===== config.mk =====
export PLATFORM = sky130hd
export DESIGN_NAME = soc_bb_sram_arbiter
export DESIGN_NICKNAME = d
export VERILOG_FILES = /design/src/rtl/soc_bb_sram_arbiter.sv
export SDC_FILE = /design/constraint.sdc
export NUM_CORES = 1
export LEC_CHECK = 0
export ABC_AREA = 1
export BUFFER_PORTS_ARGS = -buffer_cell sky130_fd_sc_hd__buf_2
export CORE_AREA = 2 2 126 128
export CTS_CLUSTER_SIZE = 24
export DETAILED_ROUTE_END_ITERATION = 10
export DIE_AREA = 0 0 128 130
export SYNTH_ARGS = -nofsm -noshare
export SYNTH_HDL_FRONTEND = slang
export SYNTH_SLANG_ARGS = --single-unit

===== constraint.sdc =====
create_clock -name bb_clk_i -period 6.2 [get_ports bb_clk_i]
set_input_delay 0.31 -clock bb_clk_i [delete_from_list [all_inputs] [get_ports bb_clk_i]]
set_output_delay 0.31 -clock bb_clk_i [all_outputs]
set_load 0.05 [all_outputs]

===== src/rtl/soc_bb_sram_arbiter.sv =====
// Round-robin arbiter sharing one BB single-port SRAM among NM requesters,
// with a per-requester lock for atomic sequences and a fixed-latency read return.
module soc_bb_sram_arbiter #(
    parameter int NM     = 4,
    parameter int AW     = 16,
    parameter int DW     = 32,
    parameter int RD_LAT = 1
) (
    input  logic             bb_clk_i,
    input  logic             bb_rst_i,
    input  logic [NM-1:0]    req_i,
    input  logic [NM-1:0]    we_i,
    input  logic [NM-1:0]    lock_i,
    input  logic [NM*AW-1:0] addr_i,
    input  logic [NM*DW-1:0] din_i,
    output logic [NM-1:0]    gnt_o,
    output logic [NM-1:0]    rvalid_o,
    output logic [DW-1:0]    rdata_o,
    output logic [AW-1:0]    bb_addr_o,
    output logic [DW-1:0]    bb_din_o,
    output logic             bb_en_o,
    output logic             bb_we_o,
    input  logic [DW-1:0]    bb_dout_i
);

    localparam int PW = (NM > 1) ? $clog2(NM) : 1;

    typedef enum logic {UNLOCKED, LOCKED} lock_state_t;

    lock_state_t   state_q, state_d;
    logic [PW-1:0] owner_q, owner_d;
    logic [PW-1:0] ptr_q, ptr_d;
    logic [PW-1:0] gnt_idx;
    logic          gnt_any;
    logic          lock_hold;

    logic [RD_LAT-1:0] rd_vld_p;
    logic [PW-1:0]     rd_id_p [RD_LAT];

    // Lock is only honoured while the owner keeps lock_i high; otherwise plain round-robin.
    always_comb begin
        int j;
        j         = 0;
        gnt_any   = 1'b0;
        gnt_idx   = '0;
        lock_hold = (state_q == LOCKED) && lock_i[owner_q];
        if (!bb_rst_i) begin
            if (lock_hold) begin
                gnt_any = req_i[owner_q];
                gnt_idx = owner_q;
            end else begin
                for (int k = 0; k < NM; k++) begin
                    j = int'(ptr_q) + k;
                    if (j >= NM) j = j - NM;
                    if (!gnt_any && req_i[j]) begin
                        gnt_any = 1'b1;
                        gnt_idx = PW'(j);
                    end
                end
            end
        end
    end

    always_comb begin
        gnt_o          = '0;
        gnt_o[gnt_idx] = gnt_any;
        bb_en_o        = gnt_any;
        bb_we_o        = gnt_any & we_i[gnt_idx];
        bb_addr_o      = gnt_any ? addr_i[gnt_idx*AW +: AW] : '0;
        bb_din_o       = gnt_any ? din_i[gnt_idx*DW +: DW] : '0;
    end

    always_comb begin
        state_d = state_q;
        owner_d = owner_q;
        ptr_d   = ptr_q;
        if (!lock_hold) begin
            if (gnt_any && lock_i[gnt_idx]) begin
                state_d = LOCKED;
                owner_d = gnt_idx;
            end else begin
                state_d = UNLOCKED;
            end
        end
        if (gnt_any) begin
            ptr_d = (gnt_idx == PW'(NM - 1)) ? '0 : gnt_idx + 1'b1;
        end
    end

    always_ff @(posedge bb_clk_i) begin
        if (bb_rst_i) begin
            state_q <= UNLOCKED;
            owner_q <= '0;
            ptr_q   <= '0;
        end else begin
            state_q <= state_d;
            owner_q <= owner_d;
            ptr_q   <= ptr_d;
        end
    end

    // Read return pipeline: stage 0 captures the grant, stage RD_LAT-1 meets bb_dout_i.
    always_ff @(posedge bb_clk_i) begin
        if (bb_rst_i) begin
            rd_vld_p <= '0;
        end else begin
            rd_vld_p[0] <= gnt_any & ~we_i[gnt_idx];
            for (int i = 1; i < RD_LAT; i++) begin
                rd_vld_p[i] <= rd_vld_p[i-1];
            end
        end
    end

    always_ff @(posedge bb_clk_i) begin
        rd_id_p[0] <= gnt_idx;
        for (int i = 1; i < RD_LAT; i++) begin
            rd_id_p[i] <= rd_id_p[i-1];
        end
    end

    always_comb begin
        rvalid_o = '0;
        if (!bb_rst_i && rd_vld_p[RD_LAT-1]) begin
            rvalid_o[rd_id_p[RD_LAT-1]] = 1'b1;
        end
        rdata_o = bb_dout_i;
    end

endmodule


### After elaboration in Yosys (flattened, before gate mapping)

Memory sizes are Yosys's and may differ from the RTL's.
Cells that the tools add are included.

| word-level totals | value |
|---|---|
| register bits after elaboration | 6 |
| bits in latches | 0 |
| bits in writable memories | 2 |
| ROM bits | 0 |
| output and inout bits | 90 |
| memories | 1 |

Memories:

| memory | words | bits a word | rd ports | clocked after Yosys merged registers in | wr ports | RTL line | RTL |
|---|---|---|---|---|---|---|---|
| rd_id_p | 1 | 2 | 1 | 0 | 1 | 38 | `logic [PW-1:0] rd_id_p [RD_LAT];` |

| operators by class | value |
|---|---|
| add/sub/neg operators | 8 |
| multipliers | 0 |
| divide/modulo/power cells | 0 |
| order comparisons | 13 |
| eq/ne operators | 1 |
| shift operators | 2 |
| mux-type cells | 59 |
| bitwise gates (word level) | 5 |
| reduce and logical (&&, ||, !) cells | 13 |

Operators with widths:

| kind | count |
|---|---|
| 32-bit 2-to-1 mux | 13 |
| 32-bit by 4-bit less-than comparator with 1-bit output, second input constant | 4 |
| 128-bit by 8-bit indexed part select with 32-bit output | 1 |
| 64-bit by 7-bit indexed part select with 16-bit output | 1 |
| 1-bit 2-to-1 mux | 27 |
| 1-bit binary-select mux with 2-bit select | 8 |
| 16-bit 2-to-1 mux | 1 |
| 2-bit 2-to-1 mux | 7 |
| 3-bit by 3-bit subtractor with 4-bit output, second input constant | 3 |
| 3-bit >= comparator, second input constant | 3 |
| 2-bit by 3-bit less-than comparator with 1-bit output, second input constant | 3 |
| 1-bit logical AND | 8 |
| 2-bit by 2-bit adder with 3-bit output, second input constant | 2 |
| 4-bit bitwise AND | 1 |
| 1-bit demux with 2-bit select | 2 |
| 2-bit by 1-bit >= comparator with 1-bit output, second input constant | 2 |
| 1-bit logical NOT | 4 |
| 4-bit 2-to-1 mux | 1 |
| 2-bit by 3-bit subtractor with 4-bit output, second input constant | 1 |
| 2-bit by 1-bit adder with 3-bit output, second input constant | 1 |
| 2-bit by 3-bit >= comparator with 1-bit output, second input constant | 1 |
| 2-bit by 1-bit adder with 2-bit output, second input constant | 1 |
| 1-bit bitwise AND | 2 |
| 2-bit equality test, second input constant | 1 |
| 2 further kinds | 3 |

### Depth between registers and ports, before layout

Gate-level depths: netlist of run 1.

| logic depth | value |
|---|---|
| word-level depth | 31 |
| depth in mapped cells | 18 |
| depth with buffers taken out | 17 |

### Worst setup path before layout of run 1

Ideal clock, no wire load.

| timing | value |
|---|---|
| kind | register to output |
| start point | register ptr_q[0] |
| end point | output port bb_addr_o[11] |
| arrival | 2.280 ns |
| required time | 5.890 ns |
| setup slack | 3.610 ns |
| cell stages (with the launch flop) | 16 |
| path buffers | 3 |
| cell sequence | dfxtp_1 -> buf_4 -> nand2_2 -> nand2_2 -> nand2_2 -> nand2_2 -> nor2_4 -> nand2_2 -> nor2_4 -> nor2_4 -> nand2_1 -> buf_6 -> nor2_4 -> buf_4 -> o21ai_1 -> o21ai_1 |

| between the ends | value |
|---|---|
| cells in the longest elaborated chain, start to end | 27 |
| elaborated cells on any way between the ends | 61 |
| those cells by class | add/sub: 7; order compare: 4; shift: 1; mux: 43; reduce/logical: 6 |

Ends and longest elaborated chain:

| what | RTL line | RTL |
|---|---|---|
| start: declaration | 32 | `logic [PW-1:0] ptr_q, ptr_d;` |
| start signal: assignment | 98 | `ptr_q <= ptr_d;` |
| 2-bit by 3-bit subtractor with 4-bit output / 2-bit by 3-bit >= comparator with 1-bit output (equally long branches) | 54 | `if (j >= NM) j = j - NM;` |
| 32-bit 2-to-1 mux | 54 |  |
| 32-bit 2-to-1 mux | 48 | `if (lock_hold) begin` |
| 32-bit 2-to-1 mux | 47 | `if (!bb_rst_i) begin` |
| 1-bit binary-select mux with 2-bit select | 55 | `if (!gnt_any && req_i[j]) begin` |
| 1-bit 2-to-1 mux (not written as such) (2 in a row) | 55 |  |
| 1-bit 2-to-1 mux | 55 |  |
| 1-bit 2-to-1 mux | 48 |  |
| [... 10 more ...] | n/a |  |
| 1-bit 2-to-1 mux | 47 |  |
| 1-bit logical NOT | 55 |  |
| 1-bit logical AND | 55 |  |
| 2-bit 2-to-1 mux | 55 |  |
| 2-bit 2-to-1 mux | 48 |  |
| 2-bit 2-to-1 mux | 47 |  |
| 64-bit by 7-bit indexed part select with 16-bit output | 69 | `bb_addr_o = gnt_any ? addr_i[gnt_idx*AW +: AW] : '0;` |
| 16-bit 2-to-1 mux * | 69 |  |
| end: declaration | 19 | `output logic [AW-1:0] bb_addr_o,` |

Every way passes the cells marked *; elsewhere a longest branch is shown, timed or not. The select of a mux whose other input is x is not followed.

### Worst setup path after layout of run 1

| timing | value |
|---|---|
| start point | register ptr_q[0] |
| end point | output port bb_din_o[29] |

| between the ends | value |
|---|---|
| cells in the longest elaborated chain, start to end | 27 |
| elaborated cells on any way between the ends | 61 |
| those cells by class | add/sub: 7; order compare: 4; shift: 1; mux: 43; reduce/logical: 6 |

Ends and longest elaborated chain:

| what | RTL line | RTL |
|---|---|---|
| 2-bit by 3-bit subtractor with 4-bit output / 2-bit by 3-bit >= comparator with 1-bit output (equally long branches) | 54 |  |
| 32-bit 2-to-1 mux | 54 |  |
| 32-bit 2-to-1 mux | 48 |  |
| 32-bit 2-to-1 mux | 47 |  |
| 1-bit binary-select mux with 2-bit select | 55 |  |
| 1-bit 2-to-1 mux (not written as such) (2 in a row) | 55 |  |
| 1-bit 2-to-1 mux | 55 |  |
| 1-bit 2-to-1 mux | 48 |  |
| [... 10 more ...] | n/a |  |
| 1-bit 2-to-1 mux | 47 |  |
| 1-bit logical NOT | 55 |  |
| 1-bit logical AND | 55 |  |
| 2-bit 2-to-1 mux | 55 |  |
| 2-bit 2-to-1 mux | 48 |  |
| 2-bit 2-to-1 mux | 47 |  |
| 128-bit by 8-bit indexed part select with 32-bit output | 70 | `bb_din_o = gnt_any ? din_i[gnt_idx*DW +: DW] : '0;` |
| 32-bit 2-to-1 mux * | 70 |  |
| end: declaration | 20 | `output logic [DW-1:0] bb_din_o,` |

Marked as above.

==> impl_metrics.py, run 1 <==
metrics = {
    "yosys": {
        "syn-cell-area_sq_um": 2730,
        "yosys.cell_count.top_type": "nand2_1",
        "ys_warn_count": 0,
        "synth_cell_types": 25,
        "syn_avg_cell_area_sq_um": 5.11,
        "synth_cells": 534,
        "synthTopCellsByArea": "nand2_1 (17%), o21ai_1 (17%), nor2_1 (14%), buf_4 (12%), nand3_1 (9.4%)",
        "synth_edf_count": 0,
        "synth_top_area_share_pct": 17.2,
        "ys_async_sr_fraction_pct": 0,
        "synth_common_cells": "nand2_1 (125), nor2_1 (100), o21ai_1 (90)",
        "synth_ff_type": "dfxtp_1",
        "yosysSeqAreaShare_pct": 5.87,
        "yosys.area.top_type": "nand2_1",
        "ys_ff_latch": 8,
        "synthesis.nets": 776,
    },
    "pwr": {
        "p_leak_uw": 0.00226,
        "finalPower_uw": 1660,
        "peakVddDrop_uv": 215,
        "p_per_area_nw_per_um2": 423,
    },
    "timing": {
        "tightest_slew_ns": 0.874,
        "fin_tns_setup_ns": 0,
        "hold_viol": 0,
        "fin_skew_ns": 0.00463,
        "fmax_mhz": 238,
        "fin_crit_ns": 4.21,
        "relSlewSlack_pct": 41.7,
        "setup_violations": 0,
        "rsz0062_at_grt": "no",
        "maxSlewViolCount": 0,
        "hold_ws_ns": 0.406,
        "min_period_over_period_pct": 67.8,
    },
    "clocking": {
        "clkSinkCount": 8,
        "root_buffer": "clkbuf_16",
        "ctsHoldBuffers": 0,
        "numCtsBuffers": 3,
        "postCtsSetupRepairBufs": 0,
        "cts.path.max_buffers": 2,
        "clk_latency_ns": 0.24,
        "htreeDepth": 1,
        "cts_tree": "built",
        "cts_resized": 0,
        "clkSlewWorstSetupHoldPaths_ns": 0.04,
    },
    "global_route": {
        "overflow": 0,
        "grt_max_degree": 83,
        "grt_pass1_vias": 3610,
        "grt_use_total_pct": 14.0,
        "antenna_found_initial": 1,
        "grt_pass1_wl_mm": 18.7,
    },
    "placed_design": {
        "gp_congestion": 0.853,
        "portBuffers": 263,
        "dpl.hpwl_mm": 9.90,
    },
    "layout": {
        "area_delta_synth_final_pct": 43.7,
        "area.sequential_sq_um": 160,
        "final_core_util_pct": 25.4,
        "nFillCells": 1827,
        "num-nets-final": 979,
        "drive_above_1_share_pct": 40.4,
        "multi_input_area_sq_um": 2000,
    },
    "worst_hold_path": {
        "hp-class": "in2reg",
        "min_from": "we_i[3]",
    },
    "worst_setup_path": {
        "startpoint_type": "flop",
        "critPathLaunch": "ptr_q[0]$_SDFFE_PP0P_",
        "cp_data_required_time_ns": 5.89,
        "crit_fanout": 44,
        "reg2reg_from": "ptr_q[0]$_SDFFE_PP0P_",
        "critPathCaptureType": "primary output",
        "arrival_ns": 3.90,
        "path_class": "reg2out",
    },
    "drt": {
        "vias": 4124,
        "wirelength_mm": 12.6,
        "ant_nets": 0,
        "route.detailed.drc": 0,
        "avgViaCountPerCell": 4.44,
        "firstDrtPassIters": 5,
        "drt_iter0_markers": 350,
        "wl_per_cell_microns": 13.6,
    },
    "die": {
        "die_w_microns": 128,
        "die_y_microns": 130,
        "coreArea_sq_um": 15400,
        "start_util_pct": 17.7,
        "rows": 46,
        "num_io_pins": 328,
        "die-area_sq_um": 16600,
    },
    "flow_run": {
        "cap_violations": 0,
    },
    "status": {
        "status": "complete, no violations",
    },
}
logic make-up after synthesis:
kind of cell    count (synthesis)  synth area share, %
simple gates                  321                 52.3
compound gates                104                 19.2
buf+inv                        97                 20.8
flops                           8                 5.87
fa+ha+maj                       4                 1.83
final cells by class:
class / instances / share of cell area, %
inverter: 31 / 3.03
multi-input combinational: 429 / 51.0
antenna: 1 / 0.0638
clock buffer: 3 / 1.92
sequential: 8 / 4.09
timing repair buffer: 264 / 33.8
tap: 192 / 6.13
state kept, by name, indices dropped and copies added, names as in the netlist:
register / flops
owner_q: 2
rd_id_p: 2
rd_vld_p: 1
ptr_q: 2
state_q: 1
layer usage:
layer  track usage, %  vias to the layer above  wire length [microns]
met5                0                        -                      0
met4             2.26                        0                    102
met3             3.08                        8                   1100
li1                 -                     2108                      -
met1             18.4                     1811                   5270
met2             24.1                      197                   6120
stage by stage:
stage	area, sq um	std cells	worst slack, ns
finish	3920	928	1.99
global route	3920	928	1.55
global placement	3840	924	2.31
detailed placement	3840	924	2.23
floorplan	2730	534	3.61
CTS	3920	927	1.95
power breakdown:
group / internal (uW) / switching (uW)
clock: 83.5 / 28.3
combinational: 360 / 1100
sequential: 68.2 / 20.0
total: 512 / 1140
placed cells by master, fill, tap and decap left out, drive strengths merged:
master  netlist  routed
buf          60     264
o211ai        1       1
dfxtp         8       8
and3         18      18
a21oi         7       7
o21ai        96      96
nand2       139     139
nand4         1       1
nor3          4       4
diode         0       1
ha            4       4
inv          31      31
nand3        53      53
clkbuf        6       3
nor2        106     106
worst max-delay path, stage by stage, from the launching register on:
cell and delay [ns]:
dfxtp_1 0.55, inv_2 0.15, nand2_1 0.11, nand2_2 0.09, nand2_2 0.08, nand2_2 0.06
nor2_4 0.11, nand2_2 0.09, nor2_4 0.11, nor2_4 0.05, nand3_4 0.40, inv_2 0.46
nor2_4 0.66, o21ai_1 0.16, o21ai_1 0.24, buf_2 0.31
path summary, 6_finish.rpt:
path	end	slack (ns)	cells after the start
max	bb_din_o[29]	1.99	15
min	rd_vld_p$_SDFF_PP0_	0.41	4
max reg2reg	ptr_q[1]$_SDFFE_PP0P_	2.91	15
min reg2reg	ptr_q[1]$_SDFFE_PP0P_	0.57	2
No activity file was read; power rests on OpenSTA's default activity.
==> inputs of run 2 (changes only) <==
--- a/config.mk
+++ b/config.mk
@@ -7,10 +7,10 @@
 export LEC_CHECK = 0
 export ABC_AREA = 1
 export BUFFER_PORTS_ARGS = -buffer_cell sky130_fd_sc_hd__buf_2
-export CORE_AREA = 2 2 126 128
+export CORE_AREA = 2 2 127 129
 export CTS_CLUSTER_SIZE = 24
 export DETAILED_ROUTE_END_ITERATION = 10
-export DIE_AREA = 0 0 128 130
+export DIE_AREA = 0 0 129 131
 export SYNTH_ARGS = -nofsm -noshare
 export SYNTH_HDL_FRONTEND = slang
 export SYNTH_SLANG_ARGS = --single-unit
==> constraint.sdc (replaced) <==
create_clock -name bb_clk_i -period 4.3 [get_ports bb_clk_i]
set_input_delay 0.215 -clock bb_clk_i [delete_from_list [all_inputs] [get_ports bb_clk_i]]
set_output_delay 0.215 -clock bb_clk_i [all_outputs]
set_load 0.05 [all_outputs]
==> impl_metrics.py, run 2 (synthesis gave the netlist of run 1 again) <==
metrics = {
    "status": {
        "status": "complete, no violations",
    },
    "worst_setup_path": {
        "critical_path.slowest_cell": "nor2_4",
        "slowest_delay_ns": 0.64,
        "arrival_ns": 3.19,
        "cp.depth": 13,
        "crit_chain": "inv_2 > nand2_1 > nand3_1 > nand2_1 > inv_1 > nand2_2 > nor2_4 > nor2_4 > nand2_1 > nor2_4 > o21ai_1 > o21ai_1 > buf_2",
        "critPathCaptureType": "primary output",
        "startpoint_type": "flop",
        "path_delay_family": "simple AND/OR/NAND/NOR gates",
        "cp_data_required_time_ns": 4.09,
        "path_class": "reg2out",
        "r2r_cells": 15,
        "crit_fanout": 30,
        "worst-path-buf-inv": 3,
    },
    "timing": {
        "hold_viol": 0,
        "fmax_mhz": 294,
        "fin_skew_ns": 0.00516,
        "min_period_over_period_pct": 79.1,
        "tightest_slew_ns": 0.901,
        "relSlewSlack_pct": 39.9,
        "fin_crit_ns": 3.40,
        "maxSlewViolCount": 0,
        "setup_violations": 0,
        "rsz0062_at_grt": "no",
        "fin_tns_setup_ns": 0,
        "hold_ws_ns": 0.297,
    },
    "drt": {
        "drt_iter0_markers": 223,
        "avgViaCountPerCell": 4.26,
        "wirelength_mm": 12.7,
        "vias": 4068,
        "route.detailed.drc": 0,
        "ant_nets": 0,
        "firstDrtPassIters": 4,
        "wl_per_cell_microns": 13.3,
    },
    "layout": {
        "insertedDiodeCount": 0,
        "layout_commonest_cell": "buf_2",
        "area_delta_synth_final_pct": 46.0,
        "area.sequential_sq_um": 160,
        "design_area_sq_um": 3980,
        "top_regs": "owner_q (2), ptr_q (2), rd_id_p (2)",
        "fin_cells": 954,
        "drive_above_1_share_pct": 40.7,
        "final_core_util_pct": 25.5,
        "nFillCells": 1885,
        "mostFrequentLayoutCells": "buf_2 (263), nand2_1 (125), nor2_1 (100)",
        "num-nets-final": 982,
        "multi_input_area_sq_um": 2000,
    },
    "clocking": {
        "ctsHoldBuffers": 0,
        "htreeDepth": 1,
        "cts.path.max_buffers": 2,
        "root_buffer": "clkbuf_16",
        "cts_tree": "built",
        "numCtsBuffers": 3,
        "clk_latency_ns": 0.24,
        "clkSinkCount": 8,
        "cts_resized": 0,
        "clkSlewWorstSetupHoldPaths_ns": 0.04,
        "postCtsSetupRepairBufs": 0,
    },
    "worst_hold_path": {
        "hold_depth": 4,
        "hp-class": "in2reg",
    },
    "placed_design": {
        "place_area_sq_um": 3910,
        "dpl.hpwl_mm": 10.1,
        "portBuffers": 263,
        "gp_congestion": 0.854,
        "dp.cells": 951,
    },
    "pwr": {
        "p_leak_uw": 0.00228,
        "peakVddDrop_uv": 321,
        "p_per_area_nw_per_um2": 606,
    },
    "global_route": {
        "grt_pass1_wl_mm": 18.3,
        "grt_max_degree": 83,
        "grt_pass1_vias": 3688,
        "grt_use_total_pct": 13.6,
        "antenna_found_initial": 0,
        "overflow": 0,
    },
    "die": {
        "die-area_sq_um": 16900,
        "coreArea_sq_um": 15600,
        "num_io_pins": 328,
        "start_util_pct": 17.5,
        "die_y_microns": 131,
        "die_w_microns": 129,
        "rows": 46,
    },
    "flow_run": {
        "cap_violations": 0,
    },
}
==> run 2: cell types whose count changed in the layout (fill, tap and decap cells not counted) <==
cell	before	now
buf_12	0	1
buf_4	1	3
diode_2	1	0
==> run 2: report_power, final <==
part | switching (uW) | leakage [uW] | internal (uW) | total, uW
registers | 28.3 | 0.0000660 | 98.3 | 127
clock network | 39.4 | 0.0000370 | 120 | 160
logic | 1590 | 0.00218 | 539 | 2130
total | 1660 | 0.00228 | 758 | 2410
==> run 2: cell type report <==
type                       count  share of cell area, %
tap                          216                   6.79
timing repair buffer         267                   34.1
inverter                      31                   2.98
clock buffer                   3                   1.89
sequential                     8                   4.02
multi-input combinational    429                   50.2
==> run 2: tightest hold or removal path, stage by stage <==
cell	delay [ns]
buf_2	0.08
nand2_1	0.04
nand3_1	0.08
a21oi_1	0.07
==> run 2: final timing paths <==
path | end | from | slack, ns
worst max register to register | ptr_q[0]$_SDFFE_PP0P_ | ptr_q[0]$_SDFFE_PP0P_ | 1.61
worst max-delay path | bb_din_o[10] | ptr_q[0]$_SDFFE_PP0P_ | 0.90
worst min-delay path | rd_vld_p$_SDFF_PP0_ | we_i[3] | 0.30
worst min register to register | owner_q[1]$_SDFFE_PP0P_ | owner_q[1]$_SDFFE_PP0P_ | 0.55
==> run 2: layer usage <==
layer | share of wire (%) | GRT usage, % | vias up
met5 | 0 | 0 | -
met4 | 1.7 | 3.07 | 0
met3 | 7.8 | 2.65 | 15
met2 | 50 | 24.8 | 199
met1 | 41 | 16.4 | 1751
li1 | - | - | 2103
==> run 2: through the flow <==
step | power (uW) | worst slack (ns)
after floorplan | 1890 | 1.80
after global placement | 2260 | 1.12
after detailed placement | 2250 | 1.16
after CTS | 2420 | 0.893
after global routing | 2620 | 0.496
final | 2410 | 0.898
==> inputs of run 3 (changes only) <==
--- a/config.mk
+++ b/config.mk
@@ -5,7 +5,7 @@
 export SDC_FILE = /design/constraint.sdc
 export NUM_CORES = 1
 export LEC_CHECK = 0
-export ABC_AREA = 1
+export ABC_AREA = 0
 export BUFFER_PORTS_ARGS = -buffer_cell sky130_fd_sc_hd__buf_2
 export CORE_AREA = 2 2 127 129
 export CTS_CLUSTER_SIZE = 24
==> constraint.sdc (replaced) <==
create_clock -name bb_clk_i -period 3.3 [get_ports bb_clk_i]
set_input_delay 0.165 -clock bb_clk_i [delete_from_list [all_inputs] [get_ports bb_clk_i]]
set_output_delay 0.165 -clock bb_clk_i [all_outputs]
set_load 0.05 [all_outputs]
==> impl_metrics.py, run 3 <==
metrics = {
    "worst_setup_path": {
        "r2r_cells": 7,
        "timing.rr.end": "state_q$_SDFFE_PP0N_",
        "reg2reg_slack_ns": 0.80,
        "cp_data_required_time_ns": 3.13,
        "arrival_ns": 2.99,
        "path_class": "reg2out",
        "startpoint_type": "flop",
        "critPathCaptureType": "primary output",
        "crit_fanout": 61,
        "reg2reg_from": "owner_q[0]$_SDFFE_PP0P_",
    },
    "layout": {
        "drive_above_1_share_pct": 56.0,
        "design_area_sq_um": 3780,
        "fin_cells": 727,
        "insertedDiodeCount": 0,
        "layout_commonest_cell": "buf_2",
        "top_regs": "owner_q (2), ptr_q (2), rd_id_p (2)",
        "num-nets-final": 755,
        "mostFrequentLayoutCells": "buf_2 (263), mux2i_1 (97), o22ai_1 (48)",
        "area_delta_synth_final_pct": 51.6,
    },
    "yosys": {
        "synth_common_cells": "mux2i_1 (97), o22ai_1 (48), buf_4 (32)",
        "ys_async_sr_fraction_pct": 0,
        "synth_cells": 295,
        "synth_top_area_share_pct": 38.9,
        "synthesis.nets": 537,
        "yosys.area.top_type": "mux2i_1",
        "synth_ff_type": "dfxtp_1",
        "syn-cell-area_sq_um": 2490,
        "syn_avg_cell_area_sq_um": 8.46,
        "ys_ff_latch": 8,
        "synthTopCellsByArea": "mux2i_1 (39%), o22ai_1 (12%), buf_4 (9.6%), dfxtp_1 (6.4%), buf_12 (4.0%)",
        "yosysSeqAreaShare_pct": 6.42,
        "ys_warn_count": 0,
        "synth_edf_count": 0,
        "yosys.cell_count.top_type": "mux2i_1",
        "synth_cell_types": 46,
    },
    "drt": {
        "wirelength_mm": 11.1,
        "drt_iter0_markers": 180,
        "vias": 3082,
        "route.detailed.drc": 0,
        "firstDrtPassIters": 4,
        "avgViaCountPerCell": 4.24,
        "ant_nets": 0,
        "wl_per_cell_microns": 15.2,
    },
    "global_route": {
        "overflow": 0,
        "grt_max_degree": 62,
        "grt_use_total_pct": 11.3,
        "grt_pass1_vias": 2637,
        "grt_pass1_wl_mm": 15.0,
        "antenna_found_initial": 0,
    },
    "worst_hold_path": {
        "min_from": "bb_rst_i",
        "hold_depth": 2,
        "holdPathEnd": "ptr_q[1]$_SDFFE_PP0P_",
        "hp-class": "in2reg",
    },
    "pwr": {
        "p_per_area_nw_per_um2": 325,
        "p_leak_uw": 0.00182,
        "peakVddDrop_uv": 144,
    },
    "die": {
        "die-area_sq_um": 16900,
        "rows": 46,
        "coreArea_sq_um": 15600,
        "die_w_microns": 129,
        "die_y_microns": 131,
        "start_util_pct": 16.0,
        "num_io_pins": 328,
    },
    "timing": {
        "tightest_slew_ns": 0.696,
        "setup_violations": 0,
        "fin_tns_setup_ns": 0,
        "relSlewSlack_pct": 53.2,
        "fin_crit_ns": 3.15,
        "rsz0062_at_grt": "no",
        "hold_viol": 0,
        "min_period_over_period_pct": 95.5,
        "fmax_mhz": 317,
        "fin_skew_ns": 0.00366,
        "maxSlewViolCount": 0,
    },
    "clocking": {
        "root_buffer": "clkbuf_16",
        "cts_tree": "built",
        "clkSlewWorstSetupHoldPaths_ns": 0.04,
        "numCtsBuffers": 3,
        "cts.path.max_buffers": 2,
        "clk_latency_ns": 0.23,
        "ctsHoldBuffers": 0,
        "cts_resized": 0,
        "htreeDepth": 1,
        "postCtsSetupRepairBufs": 0,
        "clkSinkCount": 8,
    },
    "placed_design": {
        "gp_congestion": 0.798,
        "place_area_sq_um": 3710,
        "dpl.hpwl_mm": 9.33,
        "dp.cells": 724,
        "portBuffers": 263,
    },
    "status": {
        "status": "complete, no violations",
    },
    "flow_run": {
        "cap_violations": 0,
    },
}
## run 3: worst max-delay path by stage
stage                            start           end  cells after the start
2_1_floorplan  owner_q[0]$_SDFFE_PP0P_  bb_din_o[26]                     10
3_3_place_gp   owner_q[0]$_SDFFE_PP0P_  bb_addr_o[3]                      8
3_5_place_dp   owner_q[0]$_SDFFE_PP0P_  bb_addr_o[3]                      8
4_1_cts        owner_q[0]$_SDFFE_PP0P_  bb_addr_o[5]                      8
5_1_grt        owner_q[0]$_SDFFE_PP0P_  bb_addr_o[3]                      8
6_report       owner_q[0]$_SDFFE_PP0P_  bb_addr_o[3]                      8
## run 3: report_power, final
group	internal, uW	total [uW]	switching, uW
Combinational	320	906	586
Sequential	108	118	10.2
Clock	156	205	48.4
## run 3: critical path, cell delays in order (launching register included)
cell and delay (ns):
dfxtp_1 0.54, mux2i_4 0.32, o22ai_2 0.14, a2111o_1 0.36, a21oi_4 0.22, buf_12 0.36
mux2i_1 0.39, o22ai_1 0.13, buf_2 0.23
## run 3: kinds of logic after synthesis
group                    after synthesis  synth area share (%)
buffers and inverters                 65                  19.9
multiplexers                         100                  41.6
AO/OA/AOI/OAI                         80                  21.7
adder cells (fa/ha/maj)                4                  2.01
flip-flops                             8                  6.42
AND/OR/NAND/NOR                       38                  8.38
## run 3: per-layer routing
metal / routed length [microns] / track usage (%) / vias to the layer above
met4: 42 / 1.73 / 0
met5: 0 / 0 / -
li1: - / - / 1527
met1: 4550 / 15.2 / 1398
met3: 921 / 2.36 / 2
met2: 5570 / 18.9 / 155
## run 3: layout make-up
type / count / area, sq um
clock buffer: 3 / 75.1
fill: 1778 / 11800
inverter: 8 / 30.0
multi-input combinational: 222 / 1850
sequential: 8 / 160
tap: 216 / 270
timing repair buffer: 270 / 1390
## run 3: through the flow
step	power [uW]	utilization, %	setup WS (ns)	hold WS [ns]
floorplan	887	-	0.611	0.428
global placement	1020	23.8	0.478	0.330
detailed placement	1020	23.8	0.468	0.330
CTS	1230	24.2	0.218	0.325
global route	1300	24.2	0.0393	0.330
finish	1230	24.2	0.150	0.322
